**config.mk**
```make
export PLATFORM = sky130hd
export DESIGN_NAME = match_referee
export DESIGN_NICKNAME = d
export VERILOG_FILES = /design/src/rtl/referee_pkg.sv /design/src/rtl/seg7_digit.sv /design/src/rtl/match_referee.sv
export SDC_FILE = /design/constraint.sdc
export NUM_CORES = 1
export LEC_CHECK = 0
export BUFFER_PORTS_ARGS = -buffer_cell sky130_fd_sc_hd__buf_4
export CAP_MARGIN = 40
export CORE_ASPECT_RATIO = 1.4
export CORE_MARGIN = 2
export CORE_UTILIZATION = 25
export DETAILED_ROUTE_END_ITERATION = 8
export GPL_ROUTABILITY_DRIVEN = 0
export PLACE_DENSITY = 0.55
export SKIP_LAST_GASP = 1
export SLEW_MARGIN = 20
export SYNTH_ARGS = -nofsm -noshare
export SYNTH_HDL_FRONTEND = slang
export SYNTH_SLANG_ARGS = --single-unit
```
**constraint.sdc**
```tcl
create_clock -name clk -period 4.57 [get_ports clk]
set_input_delay 0.2285 -clock clk [delete_from_list [all_inputs] [get_ports clk]]
set_output_delay 0.2285 -clock clk [all_outputs]
set_load 0.05 [all_outputs]
```
**src/rtl/referee_pkg.sv**
```systemverilog
// Shared types and constants for the match referee: FSM states, winner codes
// and active-low 7-segment patterns ({g..a}, 0 = segment lit).
package referee_pkg;

  typedef enum logic [1:0] {
    PLAY  = 2'd0,
    PAUSE = 2'd1,
    OVER  = 2'd2
  } ref_state_t;

  localparam logic [1:0] WIN_NONE = 2'b00;
  localparam logic [1:0] WIN_P1   = 2'b01;
  localparam logic [1:0] WIN_P2   = 2'b10;

  localparam logic [6:0] SEG_BLANK = 7'h7F;
  localparam logic [6:0] SEG_DIGIT [0:9] = '{
    7'h40, 7'h79, 7'h24, 7'h30, 7'h19,
    7'h12, 7'h02, 7'h78, 7'h00, 7'h10
  };

endpackage

```
**src/rtl/seg7_digit.sv**
```systemverilog
// Combinational 4-bit to active-low 7-segment decoder; 10..15 show blank.
module seg7_digit
  import referee_pkg::*;
(
  input  logic [3:0] value,
  output logic [6:0] seg
);

  always_comb begin
    seg = SEG_BLANK;
    if (value <= 4'd9) seg = SEG_DIGIT[value];
  end

endmodule

```
**src/rtl/match_referee.sv**
```systemverilog
// Best-of-N match referee: scores round-win pulses, pauses the playfield
// between rounds and declares the winner. Optional macro REFEREE_BLINK_EN
// makes the winner's digit blink once the match is over.
module match_referee
  import referee_pkg::*;
#(
  parameter int WIN_SCORE    = 7,
  parameter int PAUSE_CYCLES = 8,
  parameter int BLINK_DIV    = 4
) (
  input  logic       clk,
  input  logic       reset,
  input  logic       player1Win,
  input  logic       player2Win,
  output logic [3:0] score1,
  output logic [3:0] score2,
  output logic [6:0] hex0,
  output logic [6:0] hex5,
  output logic       playfieldReset,
  output logic       matchOver,
  output logic [1:0] matchWinner,
  output ref_state_t state_dbg
);

  localparam int CW = $clog2(PAUSE_CYCLES + 1);
  localparam logic [3:0]    WIN_S      = 4'(WIN_SCORE);
  localparam logic [CW-1:0] PAUSE_LOAD = CW'(PAUSE_CYCLES);

  ref_state_t    state, state_n;
  logic [3:0]    score1_n, score2_n;
  logic [CW-1:0] pause_cnt, pause_cnt_n;
  logic [1:0]    winner_n;
  logic [6:0]    seg1, seg2;
  logic          blink_off;

  always_ff @(posedge clk) begin
    if (reset) begin
      state       <= PLAY;
      score1      <= '0;
      score2      <= '0;
      pause_cnt   <= '0;
      matchWinner <= WIN_NONE;
    end else begin
      state       <= state_n;
      score1      <= score1_n;
      score2      <= score2_n;
      pause_cnt   <= pause_cnt_n;
      matchWinner <= winner_n;
    end
  end

  always_comb begin
    state_n     = state;
    score1_n    = score1;
    score2_n    = score2;
    pause_cnt_n = pause_cnt;
    winner_n    = matchWinner;
    case (state)
      PLAY: begin
        // A simultaneous pair is a tied round: no points, but still restart.
        if (player1Win && player2Win) begin
          pause_cnt_n = PAUSE_LOAD;
          state_n     = PAUSE;
        end else if (player1Win) begin
          pause_cnt_n = PAUSE_LOAD;
          if (score1 < WIN_S) score1_n = score1 + 4'd1;
          if (score1_n == WIN_S) begin
            state_n  = OVER;
            winner_n = WIN_P1;
          end else begin
            state_n = PAUSE;
          end
        end else if (player2Win) begin
          pause_cnt_n = PAUSE_LOAD;
          if (score2 < WIN_S) score2_n = score2 + 4'd1;
          if (score2_n == WIN_S) begin
            state_n  = OVER;
            winner_n = WIN_P2;
          end else begin
            state_n = PAUSE;
          end
        end
      end
      PAUSE: begin
        if (pause_cnt <= CW'(1)) begin
          pause_cnt_n = '0;
          state_n     = PLAY;
        end else begin
          pause_cnt_n = pause_cnt - CW'(1);
        end
      end
      OVER:    state_n = OVER;
      default: state_n = PLAY;
    endcase
  end

`ifdef REFEREE_BLINK_EN
  logic [BLINK_DIV:0] blink_cnt;

  // Held at zero outside OVER, so the first OVER cycle shows the digit.
  always_ff @(posedge clk) begin
    if (reset || state != OVER) blink_cnt <= '0;
    else                        blink_cnt <= blink_cnt + 1'b1;
  end

  assign blink_off = (state == OVER) && blink_cnt[BLINK_DIV];
`else
  localparam int BLINK_DIV_UNUSED = BLINK_DIV;
  assign blink_off = 1'b0;
`endif

  seg7_digit u_seg_p1 (.value(score1), .seg(seg1));
  seg7_digit u_seg_p2 (.value(score2), .seg(seg2));

  assign hex0 = (blink_off && matchWinner == WIN_P1) ? SEG_BLANK : seg1;
  assign hex5 = (blink_off && matchWinner == WIN_P2) ? SEG_BLANK : seg2;

  assign playfieldReset = (state == PAUSE) || (state == OVER);
  assign matchOver      = (state == OVER);
  assign state_dbg      = state;

endmodule

```
== Yosys cells after proc, flatten, opt, wreduce, memory -nomap -nowiden ==
Memory sizes are Yosys's and may differ from the RTL's.
Index checks and enable logic that the tools add are counted.
Widths: inputs -> output; s select.

* Word-level logic and storage cells: 70
* Memories: 2
* Bits of input ports: 4
* Bits in read-only memories: 224
* Output and inout port bits: 28
* Register bits: 16

{| class="wikitable"
|+ Memories
! name !! depth !! width !! read ports !! clocked after memory_dff !! wr ports !! line !! RTL
|-
| (no name shown) || 16 || 7 || 1 || 0 || 0 || seg7_digit.sv:11 || <nowiki>if (value <= 4'd9) seg = SEG_DIGIT[value];</nowiki>
|-
| (no name shown) || 16 || 7 || 1 || 0 || 0 || seg7_digit.sv:11 ||
|}

* Order comparisons: 7
* Bitwise gates (word level): 4
* Reduce and logical (&&, ||, !) cells: 11
* Add/subtract/negate cells: 3
* Eq/ne operators: 7
* Mux-type cells: 31

{| class="wikitable"
|+ Operators with widths
! operator !! count
|-
| $mux 4 || 13
|-
| $mux 7 || 6
|-
| $mux 2 || 10
|-
| $ge 5x5->1 const B || 2
|-
| $not 4->5 || 2
|-
| $add 4x1->4 const B || 2
|-
| $eq 4x3->1 const B || 2
|-
| $le 4x4->1 const B || 2
|-
| $lt 4x3->1 const B || 2
|-
| $pmux 4 s2 || 1
|-
| $pmux 2 s3 || 1
|-
| $reduce_bool 2->1 || 3
|-
| $reduce_and 5->1 || 1
|-
| $le 4x1->1 const B || 1
|-
| $ne 4x4->1 const B || 1
|-
| $reduce_and 2->1 || 2
|-
| $reduce_and 4->1 || 1
|-
| $sub 4x1->4 const B || 1
|-
| $reduce_and 3->1 || 1
|-
| $eq 2x1->1 const B || 1
|-
| $eq 2x2->1 const B || 1
|-
| $logic_not 2->1 || 1
|-
| $ne 2x1->1 const B || 1
|-
| $ne 2x2->1 const B || 1
|-
| 3 further kinds || 4
|}

== Logic depth before layout (Yosys ltp) ==
Gate-level depths: netlist of the first run.

* Depth in word-level cells: 12
* Mapped depth: 8
* Gate-level depth less buffers: 7

== By module ==
Synthesis of the first run repeated with hierarchy kept, for this count alone.

* Cells, all modules: 163
* Area total of the unflattened synthesis: 1,328.8 µm²

{| class="wikitable"
|+ By module, submodules not included
! module !! sequential area each (µm²) !! cells an instance !! area each (µm²) !! times used
|-
| match_referee || 320.3 || 103 || 915.9 || 1
|-
| seg7_digit || 0.0 || 30 || 206.4 || 2
|}

== Worst setup path after synthesis of the first run ==
OpenSTA, ideal clock, no wires.

* Kind: register to output
* Start: register score2[0]
* End: output hex5[3]
* Path buffers: 0
* Path slack: 1.924 ns
* Cell stages (with the launch flop): 4
* Arrival: 2.417 ns
* Data required time: 4.342 ns
* Cell sequence: dfxtp_1 -> inv_1 -> ha_1 -> o21ai_0

* Longest elaborated chain between the ends: 5
* Elaborated cells between the ends (all ways): 6
* Those cells by class: order compare: 1; mux: 3; bitwise: 1; memory: 1

{| class="wikitable"
|+ Ends and longest elaborated chain
! item !! line !! RTL
|-
| from (decl) || match_referee.sv:16 || <nowiki>output logic [3:0] score2,</nowiki>
|-
| from (signal assigned) || match_referee.sv:46 || <nowiki>score2 <= score2_n;</nowiki>
|-
| $not 4->5 (implied by the code) || seg7_digit.sv:11 ||
|-
| $mem_v2 16x7 || - ||
|-
| $mux 7 (implied by the code) (2 in a row) || seg7_digit.sv:11 ||
|-
| $mux 7 * || seg7_digit.sv:11 ||
|-
| to (decl) || match_referee.sv:18 || <nowiki>output logic [6:0] hex5,</nowiki>
|}

Mark *: on every way between the ends. The rest lies on a longest branch, timed or not. The select of a mux whose other input is x is not followed.

== Final worst setup path of the first run ==
Ends and elaborated chain as after synthesis.

==> run_results.csv, run 1 <==
group,metric,value,unit
critical_path,worst-path-max-fanout,7,
timing,rsz0062_at_grt,"no",
cts,root_buffer,"clkbuf_8",
routing,drc,0,
yosys,syn-cell-area,1286,µm²
cells_and_area,drive_above_1_share,21.03,%
yosys,synth_compound_area_share,23.25,%
critical_path,crit_required,4.34,ns
place,dp_cells,255,
cells_and_area,layout.nets,218,
place,hpwlAfterDp,2251,µm
yosys,synth_cell_types,36,
floorplanning,start_util,26.16,%
timing,fmax,478.0,MHz
critical_path,crit_arrival,1.86,ns
cts,insertion_delay,0.24,ns
yosys,syn_nets,188,
floorplanning,coreArea,4917,µm²
floorplanning,die_x,64.62,µm
yosys,async_reset_ff_share,0,%
timing,finalSetupViolations,0,
floorplanning,num_rows,30,
cells_and_area,post-route-util,32.65,%
cells_and_area,diodes,0,
routing,ant_nets,0,
place,io_buffers,31,
worst_hold_path,hp-class,"in -> reg",
cts,numClockSinks,16,
cells_and_area,final_common_cell,"buf_4",
yosys,ys_ff_latch,16,
power,ir_drop,0.0001538,V
critical_path,max_stage_delay,0.38,ns
cts,post_cts_resized,0,
critical_path,crit_path_frequent_cell,"nor2_1",
timing,post-route-period-util,45.78,%
floorplanning,fp.dieH,88.87,µm
routing,via_per_inst,4.637,
cells_and_area,syn_to_final_growth,24.81,%
yosys,synth-edff-count,0,
routing,drt_iter0_drc,34,
critical_path,crit_path_end_kind,"output port",
critical_path,critical_path_class,"reg -> out",
yosys,yosys_most_used_dff,"dfxtp_1",
timing,slew_headroom,62.25,%
yosys,yosysWarnings,0,
cts,cts_setup_buffers,0,
critical_path,path_cells,"inv_1 -> ha_1 -> nor2_1 -> nor2_1 -> a2bb2oi_1 -> o21ai_0 -> buf_4",
routing,vias,1201,
cells_and_area,final_cells,259,
timing,period_needed,2.092,ns
yosys,synth_top_family_by_area,"compound AO/OA/AOI/OAI gates",
timing,clock_skew,0.003430,ns
outcome,status,"finished clean",
routing,drt_wl_total,2905,µm
yosys,synth_fa_ha_area_share,17.51,%
floorplanning,io_pins,32,
global_routing,grt_pass1_vias,1127,
timing,drv_slew,0,
cts,clk_path_buf_depth,2,
critical_path,cp-start-kind,"flop",
global_routing,grt_max_degree,17,
yosys,synth_xor_xnor_area_share,2.724,%
routing,wl_per_cell,11.22,µm
job,max_cap_viol_count,0,
critical_path,crit_family,"buffers and inverters",
floorplanning,dieArea,5743,µm²
cells_and_area,fillers,530,
cts,cts_buffers,3,
power,p_leak,0.6937,nW
global_routing,grt_use_total,10.55,%
routing,drt-pass1-iter-count,4,
global_routing,antenna_found_initial,0,
yosys,yosysSeqAreaShare,24.90,%
timing,finalHoldViolCount,0,
cells_and_area,final_cell_mix,"buf_4, a21oi_1, inv_1",
global_routing,grt_pass1_wl,4926,µm
cts,holdBufCountCts,0,
cts,clk_pin_slew,0.07,ns
yosys,synth_mux_area_share,2.335,%
critical_path,slowest_stage,"dfxtp_1",
cts,cts_tree,"built",
cts,cts_max_level,1,
critical_path,crit_buf_inv,2,
yosys,synth_cells,166,
yosys,avgSynthCellArea,7.748,µm²
timing,tns,0,ns
yosys,synth-simple-area-share,19.94,%
timing,tightest_slew,0.5604,ns
global_routing,grt-ovfl-total,0,
power,power_density,466.6,nW/µm²
[sequential cells by signal (all words and copies together) (netlist names)]
name         cells
state_dbg        2
pause_cnt        4
score1           4
score2           4
matchWinner      2
[where the power goes]
group	internal, W	switching [W]	total (W)	leakage [nW]
Sequential	0.000163	0.0000270	0.000190	0.130
Clock	0.0000763	0.0000480	0.000124	0.0288
Combinational	0.000143	0.000292	0.000435	0.535
Total	0.000382	0.000367	0.000749	0.694
[kinds of logic (layout without fill, tap and decap cells)]
logic type / count (synthesis) / count (layout)
buf+inv: 25 / 54
xor+xnor: 4 / 4
compound gates: 45 / 45
flops: 16 / 16
fa+ha+maj: 18 / 18
simple gates: 55 / 55
mux: 3 / 3
[through the flow]
step           hold slack [ns]  total power [W]  instance area, µm²  setup slack, ns
2_1_floorplan           0.4468        0.0005388                1286            1.924
3_3_place_gp            0.4977        0.0006333                1550            2.653
3_5_place_dp            0.4970        0.0006305                1550            2.582
4_1_cts                 0.2740        0.0007580                1605            2.464
5_1_grt                 0.2904        0.0008114                1605            2.258
6_report                0.2811        0.0007490                1605            2.478
[cells in the mapped netlist (all sizes together) (3+ instances only)]
cell	instances	area, µm²
a21oi	22	121.4
a31oi	3	18.77
buf	3	33.78
clkbuf	3	15.02
dfxtp	16	320.3
ha	18	225.2
inv	19	71.32
mux2i	3	30.03
nand2	16	60.06
nand3	4	20.02
nor2	18	67.56
nor3	6	30.03
o21ai	5	25.02
xnor2	3	26.28
[path summary, 6_finish.rpt]
check	start	to	slack (ns)	depth (start not counted)
worst max-delay path	score2[0]	hex5[3]	2.48	7
worst min-delay path	reset	matchWinner[1]	0.28	2
worst max register to register	score2[0]	state_dbg[1]	2.61	6
worst min register to register	state_dbg[0]	state_dbg[0]	0.51	2
[worst reg2reg max path, cell delays in order, from the launching register on]
cell	delay (ns)
dfxtp_1	0.46
inv_1	0.18
ha_1	0.38
mux2i_1	0.12
o32ai_2	0.39
a311oi_1	0.14
a211oi_1	0.20
[layout make-up]
class	count	area, µm²	area share (%)
Clock buffer	4	55.05	3.429
Inverter	19	71.32	4.443
Multi-Input combinational cell	125	845.8	52.69
Sequential cell	16	320.3	19.95
Tap cell	64	80.08	4.988
Timing Repair Buffer	31	232.7	14.50
[layer usage]
metal  GRT usage, %  vias up  wire (µm)
li1               -      629          -
met2          19.32       23       1461
met1          12.77      547       1315
met3          1.654        2        114
met4          2.901        0         12
met5              0        -          0
No activity file was read; power rests on OpenSTA's default activity.
==> inputs of run 2 (changes only) <==
- clock period: 4.57 -> 2 ns (I/O delays scaled with it)
==> run_results.csv, run 2 (same netlist as run 1, synthesis figures left out) <==
group,metric,value,unit
outcome,status,"finished clean",
critical_path,crit_arrival,1.77,ns
global_routing,grt_pass1_wl,4974,µm
floorplanning,dieArea,5743,µm²
routing,drt-pass1-iter-count,4,
job,max_cap_viol_count,0,
routing,vias,1199,
critical_path,path_cells,"inv_1 -> buf_4 -> ha_1 -> nor2_1 -> nor2_1 -> buf_4 -> a22oi_2 -> buf_6",
cts,post_cts_resized,0,
routing,via_per_inst,4.508,
cts,numClockSinks,16,
worst_hold_path,min-delay-start,"reset",
timing,timing.hold.ws,0.1487,ns
critical_path,worst-path-max-fanout,7,
routing,wl_met1,1321,µm
global_routing,antenna_found_initial,0,
timing,drv_slew,0,
critical_path,cp_num_cells,8,
routing,routed-wl-met2,1588,µm
power,ir_drop,0.0002793,V
cells_and_area,syn_to_final_growth,32.98,%
timing,clock_skew,0.001353,ns
worst_hold_path,hp-class,"in -> reg",
critical_path,crit_family,"buffers and inverters",
cells_and_area,final_common_cell,"buf_4",
critical_path,crit_path_end_kind,"output port",
floorplanning,coreArea,4917,µm²
cts,cts_setup_buffers,0,
critical_path,crit_buf_inv,4,
routing,drt_wl_total,3040,µm
floorplanning,num_rows,30,
cts,insertion_delay,0.25,ns
timing,rsz0062_at_grt,"no",
critical_path,worstRegToRegCells,6,
timing,tightest_slew,0.5661,ns
timing,post-route-period-util,93.35,%
global_routing,grt_max_degree,17,
timing,period_needed,1.867,ns
routing,drc,0,
routing,wl_per_cell,11.43,µm
timing,finalHoldViolCount,0,
critical_path,slowest_stage,"dfxtp_2",
cts,cts_tree,"built",
cts,clk_path_buf_depth,2,
global_routing,grt-ovfl-total,0,
timing,slew_headroom,61.86,%
worst_hold_path,whs_path_depth,2,
floorplanning,io_pins,32,
timing,tns,0,ns
routing,ant_nets,0,
cts,cts_buffers,3,
routing,met3_length,108,µm
timing,finalSetupViolations,0,
place,hpwlAfterDp,2425,µm
global_routing,grt_pass1_vias,1152,
routing,drt_iter0_drc,29,
floorplanning,fp.dieH,88.87,µm
cells_and_area,layout.nets,225,
power,p_leak,0.7342,nW
critical_path,critical_path_class,"reg -> out",
cts,holdBufCountCts,0,
floorplanning,die_x,64.62,µm
cts,clk_pin_slew,0.07,ns
cells_and_area,reg.largest.list,"pause_cnt: 4 flops, score1: 4 flops, score2: 4 flops",
critical_path,crit_required,1.90,ns
cells_and_area,final_cell_mix,"buf_4, inv_1, a21oi_1, ha_1, nor2_1",
cells_and_area,diodes,0,
critical_path,reg2reg_from,"score1[0]",
timing,fmax,535.6,MHz
critical_path,cp-start-kind,"flop",
floorplanning,start_util,26.16,%
cells_and_area,fillers,536,
critical_path,cp-startpoint,"score2[0]",
cts,cts_max_level,1,
cells_and_area,drive_above_1_share,29.70,%
power,power_density,1041,nW/µm²
global_routing,grt_use_total,10.94,%
routing,top_layer,"met4",
cts,root_buffer,"clkbuf_8",
critical_path,max_stage_delay,0.40,ns
place,io_buffers,31,
==> run 2: changes by cell type in the layout (fill, tap and decap cells not counted), moves of 2 or more <==
cell / previous run / this run
buf_4: 31 / 37
dfxtp_1: 16 / 12
dfxtp_2: 0 / 4
a21oi_1: 21 / 18
a21oi_2: 0 / 3
a31oi_1: 3 / 1
o21ai_0: 5 / 3
==> run 2: area by class of cell <==
class / instances / area, µm² / area share [%]
flip-flops and latches: 16 / 325.3 / 19.02
clock buffers: 4 / 55.05 / 3.219
well taps: 64 / 80.08 / 4.682
inverters: 19 / 71.32 / 4.170
multi-input cells: 125 / 889.6 / 52.01
repair buffers: 38 / 289.0 / 16.90
==> run 2: per-layer routing <==
| layer | GRT usage [%] | up-vias |
|---|---|---|
| met5 | 0 | - |
| met4 | 4.642 | 0 |
| li1 | - | 650 |
| met3 | 1.399 | 2 |
| met2 | 20.64 | 18 |
| met1 | 12.27 | 529 |
==> run 2: where the power goes <==
group	internal [W]	switching, W
clock	0.000175	0.000117
sequential	0.000374	0.0000608
combinational	0.000364	0.000690
total	0.000913	0.000868
==> run 2: path summary, 6_finish.rpt <==
kind                                      to  slack [ns]
worst max-delay path                 hex5[4]        0.13
worst min-delay path               score2[1]        0.15
worst max register to register  state_dbg[1]        0.18
worst min register to register     score1[1]        0.50
==> run 2: stage by stage <==
| stage | setup WS [ns] | cells | utilization [%] | power [W] | cell area [µm²] |
|---|---|---|---|---|---|
| after floorplan | 0.01375 | 166 | - | 0.001256 | 1335 |
| after global placement | 0.1709 | 262 | 33.59 | 0.001502 | 1652 |
| after detailed placement | 0.1449 | 262 | 33.59 | 0.001505 | 1652 |
| after CTS | 0.1029 | 266 | 34.71 | 0.001805 | 1707 |
| after global routing | 0.007318 | 266 | 34.78 | 0.001905 | 1710 |
| final | 0.1330 | 266 | 34.78 | 0.001780 | 1710 |
==> run 2: worst reg2reg max path, cell delays in order, from the launching register on <==
cell	delay, ns
dfxtp_2	0.38
inv_1	0.12
ha_1	0.38
a32oi_1	0.30
o32ai_2	0.15
a311oi_1	0.29
a211oi_1	0.08
